<file path="src/rtl/cp0_ext_if.sv">
// Bus between the M/W pipeline stages and coprocessor 0. The pipeline drives
// the master side; cp0_ext implements the slave side.
`timescale 1ns/1ps
interface cp0_ext_if #(
  parameter int unsigned NUM_HWINT = 5
);
  logic [NUM_HWINT-1:0] hw_int;
  logic                 exc_valid;
  logic [4:0]           exc_code;
  logic [31:0]          victim_pc;
  logic                 victim_bd;
  logic                 eret;
  logic                 mtc0_we;
  logic [4:0]           wr_addr;
  logic [31:0]          wdata;
  logic [4:0]           rd_addr;
  logic [31:0]          rdata;
  logic                 int_req;
  logic                 exc_take;
  logic [31:0]          handler_pc;
  logic [31:0]          epc;

  modport master (
    output hw_int, exc_valid, exc_code, victim_pc, victim_bd, eret,
           mtc0_we, wr_addr, wdata, rd_addr,
    input  rdata, int_req, exc_take, handler_pc, epc
  );

  modport slave (
    input  hw_int, exc_valid, exc_code, victim_pc, victim_bd, eret,
           mtc0_we, wr_addr, wdata, rd_addr,
    output rdata, int_req, exc_take, handler_pc, epc
  );
endinterface

</file>
<file path="src/rtl/cp0_ext.sv">
// Coprocessor 0: SR, Cause, EPC, PRId, Count and Compare, with interrupt
// arbitration and a combinational exception-take strobe for the flush unit.
`timescale 1ns/1ps
module cp0_ext #(
  parameter int unsigned NUM_HWINT  = 5,
  parameter int unsigned TIMER_DIV  = 1,
  parameter logic [31:0] EXC_VECTOR = 32'h0000_4180,
  parameter logic [31:0] PRID       = 32'h0000_0001
) (
  input  logic     clk_i,
  input  logic     reset_n_i,
  cp0_ext_if.slave bus
);

  localparam logic [7:0] PRESC_MAX = 8'(TIMER_DIV - 1);
  localparam logic [4:0] A_COUNT   = 5'd9;
  localparam logic [4:0] A_COMPARE = 5'd11;
  localparam logic [4:0] A_SR      = 5'd12;
  localparam logic [4:0] A_CAUSE   = 5'd13;
  localparam logic [4:0] A_EPC     = 5'd14;
  localparam logic [4:0] A_PRID    = 5'd15;

  function automatic logic [31:0] victim_epc(input logic [31:0] pc, input logic bd);
    return bd ? (pc - 32'd4) : pc;
  endfunction

  logic [31:0] count_q, count_d;
  logic [31:0] compare_q, compare_d;
  logic [7:0]  im_q, im_d;
  logic        exl_q, exl_d;
  logic        ie_q, ie_d;
  logic        bd_q, bd_d;
  logic [1:0]  ip_sw_q, ip_sw_d;
  logic [4:0]  ip_hw_q, ip_hw_d;
  logic        ip_timer_q, ip_timer_d;
  logic [4:0]  exc_code_q, exc_code_d;
  logic [31:0] epc_q, epc_d;
  logic [7:0]  presc_q, presc_d;

  logic [4:0]  hw_pad_s;
  logic [7:0]  ip_s;
  logic        int_req_s;
  logic        exc_take_s;
  logic        presc_wrap_s;
  logic [31:0] count_inc_s;
  logic [31:0] rdata_s;

  // Zero-extend the device lines to the five Cause IP slots 10..14.
  always_comb begin
    hw_pad_s                  = 5'd0;
    hw_pad_s[NUM_HWINT-1:0]   = bus.hw_int;
  end

  assign ip_s         = {ip_timer_q, ip_hw_q, ip_sw_q};
  assign int_req_s    = (|(ip_s & im_q)) & ie_q & ~exl_q;
  assign exc_take_s   = bus.exc_valid | int_req_s;
  assign presc_wrap_s = (presc_q == PRESC_MAX);
  assign count_inc_s  = count_q + 32'd1;

  // Next-state: timer runs every cycle; then take > eret > mtc0.
  always_comb begin
    count_d    = count_q;
    compare_d  = compare_q;
    im_d       = im_q;
    exl_d      = exl_q;
    ie_d       = ie_q;
    bd_d       = bd_q;
    ip_sw_d    = ip_sw_q;
    ip_hw_d    = hw_pad_s;
    ip_timer_d = ip_timer_q;
    exc_code_d = exc_code_q;
    epc_d      = epc_q;
    presc_d    = presc_q;

    if (presc_wrap_s) begin
      presc_d = 8'd0;
      count_d = count_inc_s;
      if (count_inc_s == compare_q) begin
        ip_timer_d = 1'b1;
      end else begin
        ip_timer_d = ip_timer_q;
      end
    end else begin
      presc_d = presc_q + 8'd1;
    end

    if (exc_take_s) begin
      // A nested exception keeps the original return point.
      if (!exl_q) begin
        epc_d = victim_epc(bus.victim_pc, bus.victim_bd);
        bd_d  = bus.victim_bd;
      end else begin
        epc_d = epc_q;
        bd_d  = bd_q;
      end
      exl_d      = 1'b1;
      exc_code_d = bus.exc_valid ? bus.exc_code : 5'd0;
    end else if (bus.eret) begin
      exl_d = 1'b0;
    end else if (bus.mtc0_we) begin
      case (bus.wr_addr)
        A_COUNT: begin
          count_d    = bus.wdata;
          presc_d    = 8'd0;
          ip_timer_d = ip_timer_q;
        end
        A_COMPARE: begin
          compare_d  = bus.wdata;
          ip_timer_d = 1'b0;
        end
        A_SR: begin
          im_d  = bus.wdata[15:8];
          exl_d = bus.wdata[1];
          ie_d  = bus.wdata[0];
        end
        A_CAUSE: ip_sw_d = bus.wdata[9:8];
        A_EPC:   epc_d   = bus.wdata;
        default: ;
      endcase
    end else begin
      exl_d = exl_q;
    end
  end

  // State registers.
  always_ff @(posedge clk_i or negedge reset_n_i) begin
    if (!reset_n_i) begin
      count_q    <= 32'd0;
      compare_q  <= 32'hFFFF_FFFF;
      im_q       <= 8'd0;
      exl_q      <= 1'b0;
      ie_q       <= 1'b0;
      bd_q       <= 1'b0;
      ip_sw_q    <= 2'd0;
      ip_hw_q    <= 5'd0;
      ip_timer_q <= 1'b0;
      exc_code_q <= 5'd0;
      epc_q      <= 32'd0;
      presc_q    <= 8'd0;
    end else begin
      count_q    <= count_d;
      compare_q  <= compare_d;
      im_q       <= im_d;
      exl_q      <= exl_d;
      ie_q       <= ie_d;
      bd_q       <= bd_d;
      ip_sw_q    <= ip_sw_d;
      ip_hw_q    <= ip_hw_d;
      ip_timer_q <= ip_timer_d;
      exc_code_q <= exc_code_d;
      epc_q      <= epc_d;
      presc_q    <= presc_d;
    end
  end

  // mfc0 read mux.
  always_comb begin
    rdata_s = 32'd0;
    case (bus.rd_addr)
      A_COUNT:   rdata_s = count_q;
      A_COMPARE: rdata_s = compare_q;
      A_SR:      rdata_s = {16'd0, im_q, 6'd0, exl_q, ie_q};
      A_CAUSE:   rdata_s = {bd_q, 15'd0, ip_s, 1'b0, exc_code_q, 2'b00};
      A_EPC:     rdata_s = epc_q;
      A_PRID:    rdata_s = PRID;
      default:   rdata_s = 32'd0;
    endcase
  end

  assign bus.rdata      = rdata_s;
  assign bus.int_req    = int_req_s;
  assign bus.exc_take   = exc_take_s;
  assign bus.handler_pc = EXC_VECTOR;
  assign bus.epc        = epc_q;

endmodule

</file>
<file path="src/flat_wrapper.sv">
// flat-port wrapper written by rule: the top's interface ports become plain ports
module cp0_ext_flat 
#(
  parameter int unsigned NUM_HWINT  = 5,
  parameter int unsigned TIMER_DIV  = 1,
  parameter logic [31:0] EXC_VECTOR = 32'h0000_4180,
  parameter logic [31:0] PRID       = 32'h0000_0001
)
  (clk_i, reset_n_i, bus_hw_int, bus_exc_valid, bus_exc_code, bus_victim_pc, bus_victim_bd, bus_eret, bus_mtc0_we, bus_wr_addr, bus_wdata, bus_rd_addr, bus_rdata, bus_int_req, bus_exc_take, bus_handler_pc, bus_epc);
  cp0_ext_if #(.NUM_HWINT(NUM_HWINT)) bus_i ();
  input  logic clk_i;
  input  logic reset_n_i;
  input wire logic [$bits(bus_i.hw_int)-1:0] bus_hw_int;
  input wire logic [$bits(bus_i.exc_valid)-1:0] bus_exc_valid;
  input wire logic [$bits(bus_i.exc_code)-1:0] bus_exc_code;
  input wire logic [$bits(bus_i.victim_pc)-1:0] bus_victim_pc;
  input wire logic [$bits(bus_i.victim_bd)-1:0] bus_victim_bd;
  input wire logic [$bits(bus_i.eret)-1:0] bus_eret;
  input wire logic [$bits(bus_i.mtc0_we)-1:0] bus_mtc0_we;
  input wire logic [$bits(bus_i.wr_addr)-1:0] bus_wr_addr;
  input wire logic [$bits(bus_i.wdata)-1:0] bus_wdata;
  input wire logic [$bits(bus_i.rd_addr)-1:0] bus_rd_addr;
  output wire logic [$bits(bus_i.rdata)-1:0] bus_rdata;
  output wire logic [$bits(bus_i.int_req)-1:0] bus_int_req;
  output wire logic [$bits(bus_i.exc_take)-1:0] bus_exc_take;
  output wire logic [$bits(bus_i.handler_pc)-1:0] bus_handler_pc;
  output wire logic [$bits(bus_i.epc)-1:0] bus_epc;
  assign bus_i.hw_int = bus_hw_int;
  assign bus_i.exc_valid = bus_exc_valid;
  assign bus_i.exc_code = bus_exc_code;
  assign bus_i.victim_pc = bus_victim_pc;
  assign bus_i.victim_bd = bus_victim_bd;
  assign bus_i.eret = bus_eret;
  assign bus_i.mtc0_we = bus_mtc0_we;
  assign bus_i.wr_addr = bus_wr_addr;
  assign bus_i.wdata = bus_wdata;
  assign bus_i.rd_addr = bus_rd_addr;
  assign bus_rdata = bus_i.rdata;
  assign bus_int_req = bus_i.int_req;
  assign bus_exc_take = bus_i.exc_take;
  assign bus_handler_pc = bus_i.handler_pc;
  assign bus_epc = bus_i.epc;
  cp0_ext #(.NUM_HWINT(NUM_HWINT), .TIMER_DIV(TIMER_DIV), .EXC_VECTOR(EXC_VECTOR), .PRID(PRID)) u_core (.clk_i(clk_i), .reset_n_i(reset_n_i), .bus(bus_i));
endmodule
</file>
<file path="config.mk">
export PLATFORM = sky130hd
export DESIGN_NAME = cp0_ext_flat
export DESIGN_NICKNAME = d
export VERILOG_FILES = /design/src/rtl/cp0_ext_if.sv /design/src/rtl/cp0_ext.sv /design/src/flat_wrapper.sv
export SDC_FILE = /design/constraint.sdc
export NUM_CORES = 1
export LEC_CHECK = 0
export CAP_MARGIN = 20
export CORE_UTILIZATION = 45
export DETAILED_ROUTE_END_ITERATION = 8
export PLACE_DENSITY = 0.73
export SLEW_MARGIN = 20
export SYNTH_ARGS = -nofsm -noshare
export SYNTH_HDL_FRONTEND = slang
export SYNTH_SLANG_ARGS = --single-unit
</file>
<file path="constraint.sdc">
create_clock -name clk_i -period 4.1 [get_ports clk_i]
set_clock_uncertainty 0.05 [all_clocks]
set_input_delay 0.82 -clock clk_i [delete_from_list [all_inputs] [get_ports clk_i]]
set_output_delay 0.82 -clock clk_i [all_outputs]
set_load 0.02 [all_outputs]
</file>
# Word level (Yosys, flattened, before mapping)

Cells that the tools add are included.

Shift-type cells: 0
Multiplexer cells: 28
Multiply operators: 0
Reductions and logical operators: 12
Equality and inequality tests: 15
Bitwise operators: 7
$lt $le $gt $ge: 0
Add/sub/neg operators: 3
Divide/modulo/power cells: 0

Operators with widths:

| kind                                                                    | count |
|---|---|
| 32-bit 2-to-1 mux                                                       | 11 |
| 32-bit one-hot mux with 6 select lines                                  | 1 |
| 5-bit by 4-bit == test with 1-bit output, second input constant         | 11 |
| 8-bit 2-to-1 mux                                                        | 5 |
| 32-bit by 1-bit adder with 32-bit output, second input constant         | 1 |
| 32-bit == test                                                          | 1 |
| 32-bit by 3-bit subtractor with 32-bit output, second input constant    | 1 |
| 4-bit AND reduction                                                     | 4 |
| 1-bit 2-to-1 mux                                                        | 9 |
| 8-bit by 1-bit adder with 8-bit output, second input constant           | 1 |
| 8-bit AND                                                               | 1 |
| 8-bit zero test                                                         | 1 |
| 8-bit OR reduction                                                      | 1 |
| 3-bit nonzero test                                                      | 2 |
| 5-bit 2-to-1 mux                                                        | 1 |
| 4-bit inequality test, second input constant                            | 1 |
| 2-bit AND reduction                                                     | 2 |
| 2-bit nonzero test                                                      | 2 |
| 1-bit inverter                                                          | 3 |
| 1-bit AND                                                               | 2 |
| 2-bit by 1-bit inequality test with 1-bit output, second input constant | 1 |
| 2-bit inequality test, second input constant                            | 1 |
| 1-bit one-hot mux with 2 select lines                                   | 1 |
| 1-bit bitwise OR                                                        | 1 |

Bits of input ports: 90
Register bits after elaboration: 128
Bits in writable memories: 0
Bits in read-only memories: 0
Bits in latches: 0
Memories kept: 0

# Depth between registers and ports, before layout

Depth in word-level cells: 8
Gate-level depth with buffers: 12
Gate-level depth less buffers: 10

# Worst setup path before layout

OpenSTA, ideal clock, no wires.

Kind: input to output
Start point: input port bus_rd_addr[1]
End point: output port bus_rdata[19]
Slack: 0.508 ns
Data required time: 3.230 ns
Cell stages on the path: 5
Data arrival time: 2.722 ns
Cell sequence: clkbuf_1 > clkbuf_1 > buf_1 > mux2i_1 > o21ai_0

Longest elaborated chain between the ends: 2

Ends and longest elaborated chain:

| element                                    | line               | source |
|---|---|---|
| start, declared                            | flat_wrapper.sv:22 | `input wire logic [$bits(bus_i.rd_addr)-1:0] bus_rd_addr;` |
| 5-bit by 4-bit == test with 1-bit output   | cp0_ext.sv:159     | `case (bus.rd_addr)` |
| 32-bit one-hot mux with 6 select lines (*) | cp0_ext.sv:159     |  |
| end, declared                              | flat_wrapper.sv:23 | `output wire logic [$bits(bus_i.rdata)-1:0] bus_rdata;` |

Mark *: on every way between the ends. The rest lies on a longest branch, timed or not.

# Worst setup path in the final report

Start point: input port bus_rd_addr[3]
End point: output port bus_rdata[4]

The elaborated chain is that of the path after synthesis.

==> results.yml <==
status:
  status: "finished clean"
setup_path:
  reg2regPathDepth: 9
  start_kind: "input pin"
  cp.arrival_ns: 2.99
  crit_path_max_incr_delay_ns: 0.68
  worstReg2RegStart: "u_core.count_q[0]"
  cp.required_ns: 3.23
  path_common_cell: "clkdlybuf4s50_1"
  critPathBufInv: 3
  path_max_fanout: 31
  path_delay_family: "buffers and inverters"
  r2r-end: "u_core.ip_timer_q"
  crit_type: "in2out"
  critPathCaptureType: "output pin"
  rrSetupSlack_ns: 0.92
  cpMaxStageDelayCell: "clkdlybuf4s50_1"
  worstPathCellList: "clkdlybuf4s50_1 -> nor2b_1 -> nand2_1 -> nor2_2 -> buf_12 -> a22oi_1 -> o21ai_0 -> clkdlybuf4s50_1"
layout:
  layout_commonest_cell: "nand2_1"
  final_layout_size_suffix_gt1_share_pct: 10.4
  post-route-util_pct: 58.9
  final_cells: 1359
  syn2layout_area_growth_pct: 28.7
  nNetsFinal: 1211
  layout_common_cells: "nand2_1 (200), clkdlybuf4s50_1 (153), dfrtp_1 (96)"
  diodes: 0
  fin_area_sq_um: 10600
sta:
  min_period_over_period_pct: 94.1
  tns_ns: 0
  finalSetupViolCount: 0
  worst_pin_slew_ns: 0.783
  fin_crit_ns: 3.86
  fin_hold_ws_ns: 0.417
  fmax_mhz: 259
  worst_slack_ns: 0.242
  finalHoldViolations: 0
  slew_headroom_pct: 47.8
  rsz0062_at_grt: "false"
  finalMaxSlewViolations: 0
min_path:
  min_path_type: "reg2reg"
  min_from: "u_core.compare_q[7]"
  worstHoldEndpoint: "u_core.compare_q[7]"
  whs_path_depth: 2
clocking:
  clock_sinks: 128
  cts_root_buf: "clkbuf_16"
  numCtsBuffers: 17
  clk_path_buf_depth: 2
  clk_latency_ns: 0.43
  hold_buffers: 0
  htree_levels: 4
  cts.reportedPaths.clkPinSlew_ns: 0.06
  tritoncts: "yes"
  cts_resized: 0
  postCtsSetupRepairBufs: 0
global_routing:
  antenna_found_initial: 0
  grt_max_degree: 67
  grt_pass1_wl_um: 39100
  overflow: 0
  grt_use_total_pct: 27.9
  grt_pass1_vias: 6920
power_and_ir_drop:
  power.density_nw_per_um2: 428
  switchingPower_mw: 1.41
  swShare_pct: 31.1
  peakVddDrop_mv: 0.250
  p_leak_nw: 4.41
  power_mw: 4.53
  p_comb_share_pct: 23.3
  power_frac_seq_pct: 38.4
  clkPwrFrac_pct: 38.3
  p_int_mw: 3.12
floorplanning:
  coreArea_sq_um: 18000
  die_h_um: 137
  die_area_sq_um: 18800
  pin_count: 188
  rows: 49
  die_x_um: 137
  initial_core_util_pct: 45.8
yosys:
  ys_seq_area_share_pct: 39.4
  synthDistinctLibCells: 59
  ys_async_sr_fraction_pct: 100
  yosys_warnings: 0
  ys_ff_latch: 128
  synth.avg_cell_area_sq_um: 8.36
  synth-edff-count: 0
  synth_top_area_share_pct: 29.2
  syn_inst: 983
  synth_flop_cell: "dfrtp_1"
  netlist_area_sq_um: 8220
  synthTopCellsByArea: "dfrtp_1 (29%), dfstp_2 (10%), nand2_1 (9.1%)"
  synth_area_leader_cell: "dfrtp_1"
routing:
  first_iter_violations: 650
  wire_per_inst_um: 18.7
  route.vias.total: 7460
  dr.pass1.iters: 6
  wl_met1_um: 11300
  avgViaCountPerCell: 5.49
  ant_nets: 0
  route.detailed.drc: 0
  drt-total-wl_um: 25400
  wl_met3_um: 1880
  dr_wl_met2_um: 11600
  dr.max_layer_used: "met4"
place:
  io_buffers: 155
  place_congestion: 0.912
  placed_cell_area_sq_um: 9910
  post-dp-hpwl_um: 19100
  pre_cts_ws_ns: 0.277
  placed_cells: 1327
run:
  drv_cap: 0
registers in the layout, indices dropped and copies added (netlist names):
register,flops
u_core.ip_timer_q,1
u_core.ip_sw_q,2
u_core.im_q,8
u_core.bd_q,1
u_core.bus.epc,32
u_core.count_q,32
u_core.exl_q,1
u_core.exc_code_q,5
u_core.presc_q,8
u_core.ip_hw_q,5
u_core.compare_q,32
u_core.ie_q,1
power by group through the flow:
stage                     combinational (mW)  sequential [mW]  clock (mW)
after CTS                               1.05             1.73        1.75
after global routing                    1.14             1.77        1.81
after global placement                  1.02             1.74           0
after detailed placement                1.04             1.74           0
final                                   1.05             1.74        1.74
after floorplan                        0.633             1.69           0
Yosys cell counts (all sizes together), types with 11 or more instances:
| cell | n |
|---|---|
| o21ai | 72 |
| mux2i | 39 |
| xnor2 | 59 |
| xor2 | 56 |
| dfrtp | 96 |
| nand3 | 20 |
| buf | 49 |
| dfstp | 32 |
| mux2 | 12 |
| clkbuf | 42 |
| inv | 11 |
| a21oi | 59 |
| nand2 | 200 |
| nand4 | 13 |
| nor2 | 97 |
| nor3 | 21 |
routing by layer:
metal | global-route usage, % | vias to the layer above
li1 | - | 3542
met5 | 0 | -
met3 | 6.48 | 40
met2 | 42.4 | 302
met4 | 9.52 | 0
met1 | 38.9 | 3576
cell families (layout without fill, tap and decap cells):
family | Yosys count | in the layout | synth area share, %
compound gates | 172 | 172 | 12.3
xor+xnor | 115 | 115 | 12.3
fa+ha+maj | 5 | 5 | 0.731
buf+inv | 102 | 219 | 6.39
flops | 128 | 128 | 39.4
mux | 51 | 51 | 6.39
other cells | 2 | 32 | 0.0913
simple gates | 408 | 408 | 22.4
final cells by class:
type | instances | area, sq um
Timing Repair Buffer | 176 | 1750
Multi-Input combinational cell | 783 | 4590
Tap cell | 229 | 287
Inverter | 11 | 41.3
Sequential cell | 128 | 3240
Fill cell | 1581 | 7380
Clock buffer | 18 | 439
Clock inverter | 14 | 238
worst register-to-register path: cells and delay by family, from the launching register on:
family | cells | cell delay (ns)
XOR/XNOR | 1 | 0.26
AND/OR/NAND/NOR | 4 | 1.30
adder cells (fa/ha/maj) | 1 | 0.25
AO/OA/AOI/OAI | 3 | 0.75
flip-flops | 1 | 0.50
how the worst max path moves through the flow:
stage / startpoint / endpoint / cells past startpoint
detailed placement: bus_rd_addr[3] / bus_rdata[4] / 8
global route: bus_rd_addr[3] / bus_rdata[3] / 8
global placement: bus_rd_addr[3] / bus_rdata[2] / 8
finish: bus_rd_addr[3] / bus_rdata[4] / 8
floorplan: bus_rd_addr[1] / bus_rdata[19] / 5
CTS: bus_rd_addr[3] / bus_rdata[4] / 8
Power figures use the tool's default switching activity.
